<file path="config.mk">
export PLATFORM = sky130hd
export DESIGN_NAME = fifo_nd_downsize
export DESIGN_NICKNAME = d
export VERILOG_FILES = /design/src/rtl/fifo_nd_downsize_pkg.sv /design/src/rtl/fifo_ptr_ctrl.sv /design/src/rtl/fifo_nd_downsize.sv
export SDC_FILE = /design/constraint.sdc
export NUM_CORES = 1
export LEC_CHECK = 0
export BUFFER_PORTS_ARGS = -buffer_cell sky130_fd_sc_hd__buf_4
export CORE_ASPECT_RATIO = 0.6
export CORE_UTILIZATION = 54
export DETAILED_ROUTE_END_ITERATION = 7
export GPL_ROUTABILITY_DRIVEN = 0
export PLACE_DENSITY = 0.79
export SYNTH_ARGS = -nofsm -noshare
export SYNTH_HDL_FRONTEND = slang
export SYNTH_SLANG_ARGS = --single-unit
</file>
<file path="constraint.sdc">
create_clock -name clk -period 3.65 [get_ports clk]
set_input_delay 0.73 -clock clk [delete_from_list [all_inputs] [get_ports clk]]
set_output_delay 0.73 -clock clk [all_outputs]
set_load 0.02 [all_outputs]
</file>
<file path="src/rtl/fifo_nd_downsize_pkg.sv">
// Shared helpers for the width-converting FIFOs: constant clog2 and slice selection.
package fifo_nd_downsize_pkg;

    // Widest word the slice helper can carry; callers zero-extend into it.
    localparam int unsigned SLICE_MAX_W = 1024;

    function automatic int unsigned clog2(input int unsigned value);
        int unsigned result;
        result = 0;
        while ((64'd1 << result) < 64'(value)) result++;
        return result;
    endfunction

    // Returns the word shifted so the selected slice sits at bit 0.
    function automatic logic [SLICE_MAX_W-1:0] slice_sel(
        input logic [SLICE_MAX_W-1:0] word,
        input int unsigned            in_w,
        input int unsigned            out_w,
        input int unsigned            index,
        input logic                   msb_first
    );
        int unsigned lsb;
        lsb = msb_first ? (in_w - out_w * (index + 1)) : (out_w * index);
        return word >> lsb;
    endfunction

endpackage

</file>
<file path="src/rtl/fifo_ptr_ctrl.sv">
// Circular-buffer bookkeeping: read/write pointers, occupancy level, full/empty.
module fifo_ptr_ctrl
    import fifo_nd_downsize_pkg::*;
#(
    parameter  int unsigned DEPTH = 2,
    localparam int unsigned PW    = (clog2(DEPTH) > 0) ? clog2(DEPTH) : 1,
    localparam int unsigned LW    = clog2(DEPTH + 1)
) (
    input  logic          clk,
    input  logic          rst,
    input  logic          flush,
    input  logic          push,
    input  logic          pop,
    output logic [PW-1:0] wr_ptr,
    output logic [PW-1:0] rd_ptr,
    output logic [LW-1:0] level,
    output logic          full,
    output logic          empty
);

    logic [PW-1:0] wr_ptr_q, wr_ptr_d;
    logic [PW-1:0] rd_ptr_q, rd_ptr_d;
    logic [LW-1:0] level_q, level_d;

    // Explicit wrap so DEPTH need not be a power of two.
    function automatic logic [PW-1:0] bump(input logic [PW-1:0] p);
        return (p == PW'(DEPTH - 1)) ? '0 : p + PW'(1);
    endfunction

    always_comb begin
        wr_ptr_d = wr_ptr_q;
        rd_ptr_d = rd_ptr_q;
        level_d  = level_q;
        if (rst || flush) begin
            wr_ptr_d = '0;
            rd_ptr_d = '0;
            level_d  = '0;
        end else begin
            if (push) wr_ptr_d = bump(wr_ptr_q);
            if (pop)  rd_ptr_d = bump(rd_ptr_q);
            if (push && !pop)      level_d = level_q + LW'(1);
            else if (pop && !push) level_d = level_q - LW'(1);
        end
    end

    always_ff @(posedge clk) begin
        wr_ptr_q <= wr_ptr_d;
        rd_ptr_q <= rd_ptr_d;
        level_q  <= level_d;
    end

    assign wr_ptr = wr_ptr_q;
    assign rd_ptr = rd_ptr_q;
    assign level  = level_q;
    assign full   = (level_q == LW'(DEPTH));
    assign empty  = (level_q == '0);

endmodule

</file>
<file path="src/rtl/fifo_nd_downsize.sv">
// Width-downsizing FIFO: IN_W-bit words out as up to RATIO slices of IN_W/RATIO bits.
module fifo_nd_downsize
    import fifo_nd_downsize_pkg::*;
#(
    parameter  int unsigned IN_W      = 64,
    parameter  int unsigned RATIO     = 2,
    parameter  int unsigned DEPTH     = 2,
    parameter  int unsigned MSB_FIRST = 1,
    localparam int unsigned OUT_W     = IN_W / RATIO,
    localparam int unsigned CW        = (clog2(RATIO) > 1) ? clog2(RATIO) : 1,
    localparam int unsigned LW        = clog2(DEPTH + 1)
) (
    input  logic             clk,
    input  logic             rst,
    input  logic             flush,
    input  logic [IN_W-1:0]  a_data,
    input  logic [CW-1:0]    a_nbeats,
    input  logic             a_valid,
    output logic             a_ready,
    output logic [OUT_W-1:0] b_data,
    output logic             b_valid,
    input  logic             b_ready,
    output logic             b_last,
    output logic [LW-1:0]    level
);

    localparam int unsigned PW = (clog2(DEPTH) > 0) ? clog2(DEPTH) : 1;

    typedef struct packed {
        logic [IN_W-1:0] data;
        logic [CW-1:0]   nbeats;
    } entry_t;

    entry_t        mem_q [DEPTH];
    entry_t        mem_d [DEPTH];
    logic [CW-1:0] idx_q, idx_d;
    logic [PW-1:0] wr_ptr, rd_ptr;
    logic          full, empty;
    logic          push, slice_pop, word_pop;
    entry_t        head;

    assign head = mem_q[rd_ptr];

    always_comb begin
        b_valid   = !empty;
        b_last    = b_valid && (idx_q == head.nbeats);
        b_data    = OUT_W'(slice_sel(SLICE_MAX_W'(head.data), IN_W, OUT_W,
                                     32'(idx_q), MSB_FIRST != 0));
        slice_pop = b_valid && b_ready;
        word_pop  = slice_pop && b_last;
        // Full buffer still accepts when the head word leaves this cycle.
        a_ready   = !full || word_pop;
        push      = a_valid && a_ready;

        idx_d = idx_q;
        if (rst || flush)   idx_d = '0;
        else if (word_pop)  idx_d = '0;
        else if (slice_pop) idx_d = idx_q + CW'(1);

        mem_d = mem_q;
        if (push && !rst && !flush) mem_d[wr_ptr] = '{data: a_data, nbeats: a_nbeats};
    end

    always_ff @(posedge clk) begin
        idx_q <= idx_d;
        mem_q <= mem_d;
    end

    fifo_ptr_ctrl #(.DEPTH(DEPTH)) u_ptr_ctrl (
        .clk    (clk),
        .rst    (rst),
        .flush  (flush),
        .push   (push),
        .pop    (word_pop),
        .wr_ptr (wr_ptr),
        .rd_ptr (rd_ptr),
        .level  (level),
        .full   (full),
        .empty  (empty)
    );

    always_ff @(posedge clk) begin
        if (!rst && push) assert (32'(a_nbeats) <= RATIO - 1);
    end

endmodule

</file>
== Yosys cells after proc, flatten, opt, wreduce, memory -nomap -nowiden ==
Index checks and enable logic that the tools add are counted.
Cells by class
  $add $sub $neg: 7
  magnitude comparators: 3
  equality and inequality tests: 2
  shifts and indexed selects: 1
  multiplexer cells: 10
  bitwise logic cells: 2
  reduce and logical (&&, ||, !) cells: 20
Operator list (number)
  $mux 65: 4
  $bwmux 130: 1
  $demux 65 s1: 1
  $shr 64x32->32: 1
  $logic_and 1x1->1: 9
  $sub 7x7->8 const A: 1
  $logic_not 1->1: 6
  $ge 2x2->1 const B: 2
  $mux 2: 2
  $not 1->2: 2
  $add 1x1->1 const B: 3
  $add 1x1->2 const B: 1
  $add 2x1->2 const B: 1
  $eq 2x2->1 const B: 1
  $logic_not 2->1: 1
  $logic_or 1x1->1: 2
  $lt 2x1->1 const B: 1
  $mux 1: 2
  $reduce_bool 2->1: 1
  $reduce_or 2->1: 1
  $sub 2x1->2 const B: 1
  $eq 1x1->1: 1
Word-level totals
  bits in registers: 135
  bits of input ports: 70
  word-level logic and storage cells: 53

== Longest topological paths before layout ==
Gate-level depths: netlist of run 1.
  depth after elaboration: 13
  mapped depth: 8

== Hierarchy ==
From an unflattened synthesis of run 1, not the netlist that was laid out.
Unflattened totals
  cell total of the unflattened synthesis: 208
  area, all modules: 5031.1 um2
By module, submodules not included
  fifo_nd_downsize: instances 1, cells an instance 190, area each 4848.4 um2
  fifo_ptr_ctrl: instances 1, cells an instance 18, area each 182.7 um2

== Worst setup path after synthesis of run 1 ==
No wires, ideal clock.
  kind: input -> register
  start point: in rst
  end point: reg mem_q[100] (netlist bit), enable pin
  library setup time: 0.430 ns
  data arrival time: 2.713 ns
  required time: 3.220 ns
  path slack: 0.507 ns
  cell stages on the path: 3
  cells stage by stage: or2_2 nor2_1 and2_1
Between the ends
  longest elaborated chain between the ends: 3
RTL lines
  start: declaration: RTL line fifo_nd_downsize.sv:14  | input logic rst,
  $logic_not 1->1
  $logic_and 1x1->1
  $logic_and 1x1->1: RTL line fifo_nd_downsize.sv:61  | if (push && !rst && !flush) mem_d[wr_ptr] = '{data: a_data, nbeats: a_nbeats};
  end signal: assignment: RTL line fifo_nd_downsize.sv:66  | mem_q <= mem_d;
  end: declaration: RTL line fifo_nd_downsize.sv:34  | entry_t mem_q [DEPTH];
Every way passes these cells.
A chain may end at the register's enable or synchronous reset.

== Worst setup path after layout of run 1 ==
  start point: reg u_ptr_ctrl.rd_ptr_q (netlist: u_ptr_ctrl.rd_ptr)
  end point: out b_data[7]
Between the ends
  longest elaborated chain between the ends: 5
RTL lines
  start: declaration: RTL line fifo_ptr_ctrl.sv:22  | logic [PW-1:0] rd_ptr_q, rd_ptr_d;
  start signal: assignment: RTL line fifo_ptr_ctrl.sv:48  | rd_ptr_q <= rd_ptr_d;
  $not 1->2 (not written as such): RTL line fifo_nd_downsize.sv:42  | assign head = mem_q[rd_ptr];
  $mux 65 (not written as such) (3 in a row): RTL line fifo_nd_downsize.sv:42
  $shr 64x32->32: RTL line fifo_nd_downsize_pkg.sv:24  | return word >> lsb;
  end: declaration: RTL line fifo_nd_downsize.sv:20  | output logic [OUT_W-1:0] b_data,
Every way passes these cells. The select of a mux whose other input is x is not followed.

==> flow_summary.json, run 1 <==
{
  "timing_worst_setup_path_type": "flip-flop to output pin",
  "p_sw_mw": 0.695,
  "tightest_slew_ps": 479,
  "worst_ir_drop_vdd_mv": 0.400,
  "worstPathMaxFanout": 13,
  "rr_worst_depth": 5,
  "rows": 26,
  "post_cts.repair.setup_buffers": 0,
  "place.detailed.hpwl_um": 5610,
  "drc": 0,
  "port-buffer-count": 106,
  "internal_pwr_total_mw": 2.84,
  "critPathLaunchType": "flip-flop",
  "wl_per_cell_um": 19.1,
  "hold_viol_final": 0,
  "syn-num-nets": 278,
  "area_growth_syn_to_layout_pct": 30.2,
  "clock_slew_seen_by_the_registers_of_the_worst_setup_and_hold_paths_ps": 60,
  "fin_tns_setup_ps": 0,
  "pwr-share-comb_pct": 6.0,
  "combined_area_of_all_synthesized_cells_um2": 4990,
  "r2r-start": "u_ptr_ctrl.rd_ptr$_SDFFE_PP0P_",
  "coreArea_um2": 8750,
  "die-width_um": 126,
  "netlist.top_cell.by_area": "sky130_fd_sc_hd__edfxtp_1",
  "drv_slew": 0,
  "worstPathBufferInverterCount": 2,
  "critical_path.startpoint": "u_ptr_ctrl.rd_ptr$_SDFFE_PP0P_",
  "seq_power_share_pct": 49.6,
  "start_util_pct": 57.1,
  "cp_cell_sequence": "buf_4 > mux4_1 > buf_4",
  "antenna_found_initial": 0,
  "timing.critical_path.slowest_cell_delay_ps": 610,
  "worstSetupPathDepth": 3,
  "setup_violations": 0,
  "number_of_h_tree_levels": 4,
  "cts_root_buf": "sky130_fd_sc_hd__clkbuf_16",
  "leakage_nw": 2.29,
  "crit_path_end_kind": "output pin",
  "insertedDiodeCount": 0,
  "first_global_vias": 2556,
  "fin_cells": 454,
  "power.clock.fraction_pct": 44.4,
  "dr.pass1.iters": 4,
  "holdPathStages": 1,
  "worstPathRequired_ps": 2920,
  "synth-seq-cells": 135,
  "routed_via_density": 5.45,
  "slew_headroom_pct": 68.0,
  "worst-endpoint-arrival_ps": 2130,
  "cts_resized": 0,
  "synth.distinct_cells": 25,
  "worst_case_clock_buffer_depth": 2,
  "grt_remaining_overflow": 0,
  "synth.top_cell.area_share_pct": 78.2,
  "seq_area_frac_synth_pct": 80.2,
  "gate_family_responsible_for_the_most_delay_along_the_worst_path": "flip-flops",
  "ys_warn_count": 0,
  "postSynthAreaPerCell_um2": 24.1,
  "cpMostUsedCell": "sky130_fd_sc_hd__buf_4",
  "drtIter0Drc": 160,
  "pwr_density_cell_nw_per_um2": 544,
  "final_nets": 400,
  "dieHeight_um": 76.5,
  "dp.cells": 422,
  "timing.final.crit_share_pct": 78.2,
  "post_route_cells_drive_above_1_share_pct": 51.8,
  "routed_wirelength_um": 8650,
  "num_vias": 2474,
  "worstHoldPathType": "input pin to flip-flop",
  "p_sw_share_pct": 19.6,
  "max_freq_mhz": 350,
  "synthTopCellsByArea": "sky130_fd_sc_hd__edfxtp_1, sky130_fd_sc_hd__mux4_2, sky130_fd_sc_hd__dfxtp_1",
  "postRouteAntennaNets": 0,
  "worst_skew_pair.late_latency_ps": 400,
  "hold_start": "a_data[13]",
  "synthesis.instances": 207,
  "rsz0062_at_grt": "no",
  "fp.dieArea_um2": 9650,
  "clkSinkCount": 135,
  "grt.total_usage_pct": 19.6,
  "grt_start_max_net_pins": 66,
  "status": "finished, final reports clean",
  "cts_hold_buf": 0,
  "tritoncts": "yes",
  "final.setup_skew_ps": 7.07,
  "timing.final.crit_period_ps": 2860,
  "io_pins": 107,
  "critPathSlowestCell": "sky130_fd_sc_hd__dfxtp_2",
  "grt_first_pass_wirelength_um": 13400,
  "max_cap_violations": 0,
  "number_of_buffers_inserted_during_clock_tree_synthesis": 17
}
==> cell families after synthesis <==
family,count (synthesis),share of synthesized area (%)
flip-flops,135,80.2
multiplexers,34,15.3
AND/OR/NAND/NOR,17,1.85
buffers and inverters,9,0.927
AO/OA/AOI/OAI,8,0.877
XOR/XNOR,3,0.677
adder cells (fa/ha/maj),1,0.250
==> cell usage in the layout (no fill, tap or decap), drive strengths merged <==
cell,count
mux4,32
bufinv,2
mux2,1
xnor2,1
nand2,1
clkbuf,20
and3,1
nor2b,2
buf,111
ha,1
inv,1
or2,3
or3,3
clkinv,10
nor3,1
and2,2
xor2,2
edfxtp,130
o21ai,5
mux2i,1
dfxtp,5
a21oi,3
nor2,4
==> synth_stat cells <==
cell type / number
sky130_fd_sc_hd__buf_6: 1
sky130_fd_sc_hd__o21ai_0: 4
sky130_fd_sc_hd__xnor2_2: 1
sky130_fd_sc_hd__ha_1: 1
sky130_fd_sc_hd__a21oi_1: 3
sky130_fd_sc_hd__nor2b_1: 2
sky130_fd_sc_hd__xor2_1: 2
sky130_fd_sc_hd__dfxtp_1: 5
sky130_fd_sc_hd__clkbuf_1: 2
sky130_fd_sc_hd__nor2_1: 4
sky130_fd_sc_hd__or2_2: 3
sky130_fd_sc_hd__mux2i_4: 1
sky130_fd_sc_hd__buf_2: 4
sky130_fd_sc_hd__inv_1: 1
sky130_fd_sc_hd__and3_1: 1
sky130_fd_sc_hd__mux4_2: 30
sky130_fd_sc_hd__mux4_1: 2
sky130_fd_sc_hd__mux2_1: 1
sky130_fd_sc_hd__or3_1: 3
sky130_fd_sc_hd__buf_1: 1
sky130_fd_sc_hd__and2_1: 2
sky130_fd_sc_hd__nor3_1: 1
sky130_fd_sc_hd__o21ai_2: 1
sky130_fd_sc_hd__edfxtp_1: 130
sky130_fd_sc_hd__nand2_1: 1
==> power by group through the flow <==
| stage | clock network, mW | registers (mW) | logic (mW) |
|---|---|---|---|
| CTS | 1.59 | 1.76 | 0.214 |
| detailed placement | 0 | 1.79 | 0.213 |
| floorplan | 0 | 1.79 | 0.0953 |
| global route | 1.67 | 1.76 | 0.226 |
| finish | 1.57 | 1.76 | 0.212 |
| global placement | 0 | 1.79 | 0.208 |
==> area by class of cell <==
class / count / area [µm²]
Multi-Input combinational cell: 63 / 947
Tap cell: 112 / 140
Sequential cell: 135 / 4010
Fill cell: 512 / 2250
Timing Repair Buffer: 111 / 858
Clock inverter: 12 / 110
Inverter: 1 / 3.75
Clock buffer: 20 / 437
==> registers in the layout, summed over array words and instances (netlist names) <==
register	count
idx_q	1
u_ptr_ctrl.rd_ptr	1
u_ptr_ctrl.level	2
u_ptr_ctrl.wr_ptr	1
mem_q	130
==> per-stage QoR <==
stage	utilization (%)	worst slack, ps	power (mW)	hold WS [ps]	cell area, µm²
2_1_floorplan	-	507	1.88	546	4990
3_3_place_gp	68.1	1180	1.99	514	5960
3_5_place_dp	68.1	1110	2.00	524	5960
4_1_cts	74.3	741	3.56	491	6500
5_1_grt	74.3	653	3.65	489	6500
6_report	74.3	794	3.54	506	6500
==> final timing paths <==
check | slack [ps] | endpoint
worst min-delay path | 510 | mem_q[14]$_DFFE_PP_
worst max-delay path | 790 | b_data[7]
worst max register to register | 1150 | mem_q[116]$_DFFE_PP_
worst min register to register | 540 | u_ptr_ctrl.level[1]$_SDFFE_PP0P_
==> layer usage <==
metal | vias up | GRT usage, % | part of all wire [%]
li1 | 1118 | - | -
met1 | 1255 | 26.8 | 45
met2 | 92 | 28.7 | 48
met3 | 9 | 7.02 | 6.2
met4 | 0 | 8.67 | 0.94
met5 | - | 0 | 0
==> worst reg2reg max path, cell delays in order (launching register included) <==
cell and delay [ps]:
sky130_fd_sc_hd__dfxtp_2 610, sky130_fd_sc_hd__mux2i_4 330, sky130_fd_sc_hd__xnor2_2 130, sky130_fd_sc_hd__o21ai_2 240
sky130_fd_sc_hd__and2_2 500, sky130_fd_sc_hd__buf_12 330
Power figures use the tool's default switching activity.
==> inputs of run 2 (changes only) <==
==> constraint.sdc (replaced) <==
create_clock -name clk -period 2.9 [get_ports clk]
set_input_delay 0.58 -clock clk [delete_from_list [all_inputs] [get_ports clk]]
set_output_delay 0.58 -clock clk [all_outputs]
set_load 0.02 [all_outputs]
==> run 2 against run 1 <==
Largest cell class unchanged; critical path type unchanged; critical endpoint is now a_ready; die area did not move; routed wire length rose by 6.1%; sequential power rose by 26%; worst hold slack got worse by 150 ps; setup slack got worse by 630 ps.
==> flow_summary.json, run 2 (synthesis gave the netlist of run 1 again) <==
{
  "io_pins": 107,
  "layout_common_cells": "sky130_fd_sc_hd__edfxtp_1, sky130_fd_sc_hd__buf_4, sky130_fd_sc_hd__mux4_2",
  "insertedDiodeCount": 0,
  "cp_cell_sequence": "mux2i_4 > xnor2_2 > nor2b_1 > or3_1 > buf_4",
  "rsz0062_at_grt": "no",
  "grt_first_pass_wirelength_um": 14200,
  "cts_hold_buf": 0,
  "routed_via_density": 5.52,
  "drc": 0,
  "worst_skew_pair.late_latency_ps": 410,
  "setup_violations": 0,
  "nFillCells": 493,
  "worstPathBufferInverterCount": 1,
  "pwr_density_cell_nw_per_um2": 727,
  "fin_tns_setup_ps": 0,
  "worstPathMaxFanout": 13,
  "place.detailed.hpwl_um": 5800,
  "post_cts.repair.setup_buffers": 0,
  "wl_per_cell_um": 20.1,
  "worstPathRequired_ps": 2320,
  "tritoncts": "yes",
  "critPathLaunchType": "flip-flop",
  "rows": 26,
  "post_route_cells_drive_above_1_share_pct": 52.9,
  "grt.total_usage_pct": 20.8,
  "slew_headroom_pct": 61.5,
  "final_nets": 402,
  "grt_start_max_net_pins": 36,
  "max_cap_violations": 0,
  "finalHoldWorstSlack_ps": 353,
  "cts_root_buf": "sky130_fd_sc_hd__clkbuf_16",
  "worst-endpoint-arrival_ps": 2160,
  "port-buffer-count": 106,
  "placement.cell_area_um2": 6010,
  "clkSinkCount": 135,
  "max_freq_mhz": 365,
  "dr.pass1.iters": 4,
  "top_register": "mem_q",
  "number_of_h_tree_levels": 4,
  "timing.final.crit_share_pct": 94.5,
  "hold_viol_final": 0,
  "cts_resized": 0,
  "coreArea_um2": 8750,
  "p_total_mw": 4.85,
  "timing.final.crit_period_ps": 2740,
  "antenna_found_initial": 0,
  "leakage_nw": 2.35,
  "critPathSlowestCell": "sky130_fd_sc_hd__dfxtp_2",
  "number_of_buffers_inserted_during_clock_tree_synthesis": 17,
  "num_vias": 2516,
  "worst_ir_drop_vdd_mv": 0.623,
  "postRouteAntennaNets": 0,
  "dieHeight_um": 76.5,
  "flip_flop_count_of_the_largest_register_after_layout": 130,
  "worstHoldPathType": "input pin to flip-flop",
  "drv_slew": 0,
  "worst_case_clock_buffer_depth": 2,
  "clock_slew_seen_by_the_registers_of_the_worst_setup_and_hold_paths_ps": 60,
  "timing_worst_setup_path_type": "flip-flop to output pin",
  "drtIter0Drc": 143,
  "start_util_pct": 57.1,
  "first_global_vias": 2655,
  "layout.cells.most_common": "sky130_fd_sc_hd__edfxtp_1",
  "status": "finished, final reports clean",
  "fp.dieArea_um2": 9650,
  "gate_family_responsible_for_the_most_delay_along_the_worst_path": "flip-flops",
  "tightest_slew_ps": 572,
  "final.setup_skew_ps": 7.70,
  "final_cell_area_um2": 6670,
  "routed_wirelength_um": 9180,
  "area_growth_syn_to_layout_pct": 33.5,
  "crit_path_end_kind": "output pin",
  "die-width_um": 126,
  "grt_remaining_overflow": 0,
  "timing.critical_path.slowest_cell_delay_ps": 640
}
run 2: changes by cell type in the layout (fill, tap and decap cells not counted):
cell                         before  now
sky130_fd_sc_hd__buf_12           2    5
sky130_fd_sc_hd__buf_4          109  108
sky130_fd_sc_hd__bufinv_16        2    6
sky130_fd_sc_hd__clkbuf_1         3    1
sky130_fd_sc_hd__clkinv_1         3    2
sky130_fd_sc_hd__clkinv_2         6    2
sky130_fd_sc_hd__clkinv_4         1    2
sky130_fd_sc_hd__clkinvlp_4       0    2
run 2: worst paths after layout:
check	slack, ps	start	endpoint	cells past startpoint
worst max-delay path	160	u_ptr_ctrl.rd_ptr$_SDFFE_PP0P_	a_ready	5
worst min-delay path	350	a_data[19]	mem_q[20]$_DFFE_PP_	1
worst max register to register	480	u_ptr_ctrl.rd_ptr$_SDFFE_PP0P_	u_ptr_ctrl.level[1]$_SDFFE_PP0P_	6
worst min register to register	600	u_ptr_ctrl.level[1]$_SDFFE_PP0P_	u_ptr_ctrl.level[1]$_SDFFE_PP0P_	2
run 2: final cells by class:
| cell class | instances | area [µm²] | share of cell area (%) |
|---|---|---|---|
| Timing Repair Buffer | 113 | 911 | 13.7 |
| Clock buffer | 18 | 429 | 6.44 |
| Multi-Input combinational cell | 63 | 947 | 14.2 |
| Inverter | 1 | 3.75 | 0.0563 |
| Sequential cell | 135 | 4010 | 60.1 |
| Clock inverter | 14 | 230 | 3.45 |
| Tap cell | 112 | 140 | 2.10 |
run 2: metal layers:
layer  vias up  global-route usage (%)  wire [µm]
met2       114                    31.8       4410
met4         0                    7.95        108
met3        13                    8.08        725
li1       1125                       -          -
met1      1264                    27.4       3940
met5         -                       0          0
run 2: power by group:
| part | switching, mW | internal, mW | leakage (nW) | total [mW] |
|---|---|---|---|---|
| registers | 0.0172 | 2.19 | 1.22 | 2.21 |
| logic | 0.132 | 0.146 | 0.814 | 0.278 |
| clock network | 0.757 | 1.60 | 0.315 | 2.36 |
run 2: through the flow:
step,util [%],std cells,setup slack [ps]
after floorplan,-,207,584
after global placement,68.7,424,651
after detailed placement,68.7,424,566
after CTS,76.2,456,136
after global routing,76.2,456,46.7
final,76.2,456,160
run 2: worst register-to-register path, stage by stage, from the launching register on:
cell and delay (ps):
sky130_fd_sc_hd__dfxtp_2 640, sky130_fd_sc_hd__mux2i_4 350, sky130_fd_sc_hd__xnor2_2 160, sky130_fd_sc_hd__or2_2 340
sky130_fd_sc_hd__ha_1 330, sky130_fd_sc_hd__or3_1 380, sky130_fd_sc_hd__a21oi_1 150
==> inputs of run 3 (changes only) <==
--- a/config.mk
+++ b/config.mk
@@ -11,6 +11,7 @@
 export DETAILED_ROUTE_END_ITERATION = 7
 export GPL_ROUTABILITY_DRIVEN = 0
 export PLACE_DENSITY = 0.79
+export SETUP_SLACK_MARGIN = 0.3
 export SYNTH_ARGS = -nofsm -noshare
 export SYNTH_HDL_FRONTEND = slang
 export SYNTH_SLANG_ARGS = --single-unit
==> run 3 against run 2 <==
Critical endpoint unchanged; design area rose by 0.26%; via count rose by 0.40%; critical path depth unchanged; largest power group unchanged; highest routed layer unchanged; clock power is essentially flat; maximum frequency increased by 13%; utilization grew 0.20 points; register-to-register slack better by 340 ps; combinational power about the same; global-route usage about the same; cell count grew 0.44%.
==> flow_summary.json, run 3 (synthesis gave the netlist of run 1 again) <==
{
  "status": "finished, final reports clean",
  "clkSinkCount": 135,
  "worstHoldPathType": "input pin to flip-flop",
  "p_total_mw": 4.85,
  "final-seq-area_um2": 4010,
  "timing.final.crit_share_pct": 83.9,
  "routed_wirelength_um": 9170,
  "number_of_buffers_inserted_during_clock_tree_synthesis": 17,
  "setup_violations": 0,
  "tritoncts": "yes",
  "worst_skew_pair.late_latency_ps": 410,
  "worst-endpoint-arrival_ps": 1850,
  "leakage_nw": 2.36,
  "fin_tns_setup_ps": 0,
  "die-width_um": 126,
  "slew_headroom_pct": 61.3,
  "grt_first_pass_wirelength_um": 14300,
  "coreArea_um2": 8750,
  "cts_hold_buf": 0,
  "antenna_found_initial": 0,
  "dr.pass1.iters": 4,
  "layout.cells.most_common": "sky130_fd_sc_hd__edfxtp_1",
  "flip_flop_count_of_the_largest_register_after_layout": 130,
  "number_of_h_tree_levels": 4,
  "grt_start_max_net_pins": 36,
  "start_util_pct": 57.1,
  "first_global_vias": 2662,
  "post_route_cells_drive_above_1_share_pct": 53.2,
  "fin_cells": 458,
  "area_growth_syn_to_layout_pct": 33.8,
  "drtIter0Drc": 131,
  "finalHoldWorstSlack_ps": 353,
  "multi_input_comb_area_um2": 947,
  "drc": 0,
  "rsz0062_at_grt": "no",
  "worst_case_clock_buffer_depth": 2,
  "hold_viol_final": 0,
  "layout_common_cells": "sky130_fd_sc_hd__edfxtp_1, sky130_fd_sc_hd__buf_4, sky130_fd_sc_hd__mux4_2",
  "placement.cell_area_um2": 6010,
  "routed_via_density": 5.52,
  "drv_slew": 0,
  "cts_root_buf": "sky130_fd_sc_hd__clkbuf_16",
  "nFillCells": 492,
  "io_pins": 107,
  "worstPathMaxFanout": 6,
  "max_freq_mhz": 411,
  "top_register": "mem_q",
  "final_cell_area_um2": 6690,
  "dieHeight_um": 76.5,
  "place.detailed.hpwl_um": 5800,
  "final_nets": 404,
  "wl_per_cell_um": 20.0,
  "port-buffer-count": 106,
  "num_vias": 2526,
  "insertedDiodeCount": 0,
  "timing_worst_setup_path_type": "flip-flop to output pin",
  "max_cap_violations": 0,
  "postRouteAntennaNets": 0,
  "grt.total_usage_pct": 20.8,
  "final.setup_skew_ps": 8.68,
  "grt_remaining_overflow": 0,
  "dp.cells": 424,
  "clock_slew_seen_by_the_registers_of_the_worst_setup_and_hold_paths_ps": 60,
  "crit_path_end_kind": "output pin",
  "worst_ir_drop_vdd_mv": 0.623,
  "critPathLaunchType": "flip-flop",
  "fp.dieArea_um2": 9650,
  "rows": 26,
  "timing.final.crit_period_ps": 2430,
  "worstPathRequired_ps": 2320,
  "tightest_slew_ps": 575,
  "pwr_density_cell_nw_per_um2": 726
}
-- run 3: cell count changes in the layout (fill, tap and decap cells not counted), sizes merged --
cell	previous run	this run
buf	113	115
-- run 3: what timing repair did --
action	4_1_cts	5_1_grt
setup endpoints to repair	24	0
setup buffers	2	0
resized for setup	1	0
-- run 3: metal layers --
metal / wire length, µm / part of all wire (%) / GRT usage (%)
met3: 709 / 7.7 / 8.08
met2: 4430 / 48 / 31.8
met5: 0 / 0 / 0
met4: 109 / 1.2 / 7.95
met1: 3920 / 43 / 27.4
-- run 3: area by class of cell --
| cell class | count | area share (%) |
|---|---|---|
| Clock buffer | 18 | 6.42 |
| Clock inverter | 14 | 3.44 |
| Inverter | 1 | 0.0561 |
| Multi-Input combinational cell | 63 | 14.2 |
| Sequential cell | 135 | 60.0 |
| Tap cell | 112 | 2.10 |
| Timing Repair Buffer | 115 | 13.8 |
-- run 3: path summary, 6_finish.rpt --
kind	from	endpoint	slack [ps]	cells after the start
worst min-delay path	a_data[19]	mem_q[20]$_DFFE_PP_	350	1
worst max-delay path	u_ptr_ctrl.rd_ptr$_SDFFE_PP0P_	a_ready	470	5
worst max register to register	u_ptr_ctrl.rd_ptr$_SDFFE_PP0P_	u_ptr_ctrl.level[1]$_SDFFE_PP0P_	820	6
worst min register to register	u_ptr_ctrl.level[1]$_SDFFE_PP0P_	u_ptr_ctrl.level[1]$_SDFFE_PP0P_	590	2
-- run 3: metrics by stage --
step	utilization, %	setup WS (ps)
5_1_grt	76.4	388
4_1_cts	76.4	459
3_5_place_dp	68.7	566
3_3_place_gp	68.7	651
2_1_floorplan	-	584
6_report	76.4	468
-- run 3: worst max-delay path, stage by stage (launching register included) --
cell	delay (ps)
sky130_fd_sc_hd__dfxtp_4	370
sky130_fd_sc_hd__mux2i_4	200
sky130_fd_sc_hd__xnor2_2	320
sky130_fd_sc_hd__nor2b_1	80
sky130_fd_sc_hd__or3_1	310
sky130_fd_sc_hd__buf_4	160
-- run 3: power breakdown --
group,total [mW],internal (mW),switching [mW]
Sequential,2.21,2.19,0.0158
Clock,2.36,1.60,0.760
Combinational,0.280,0.147,0.133
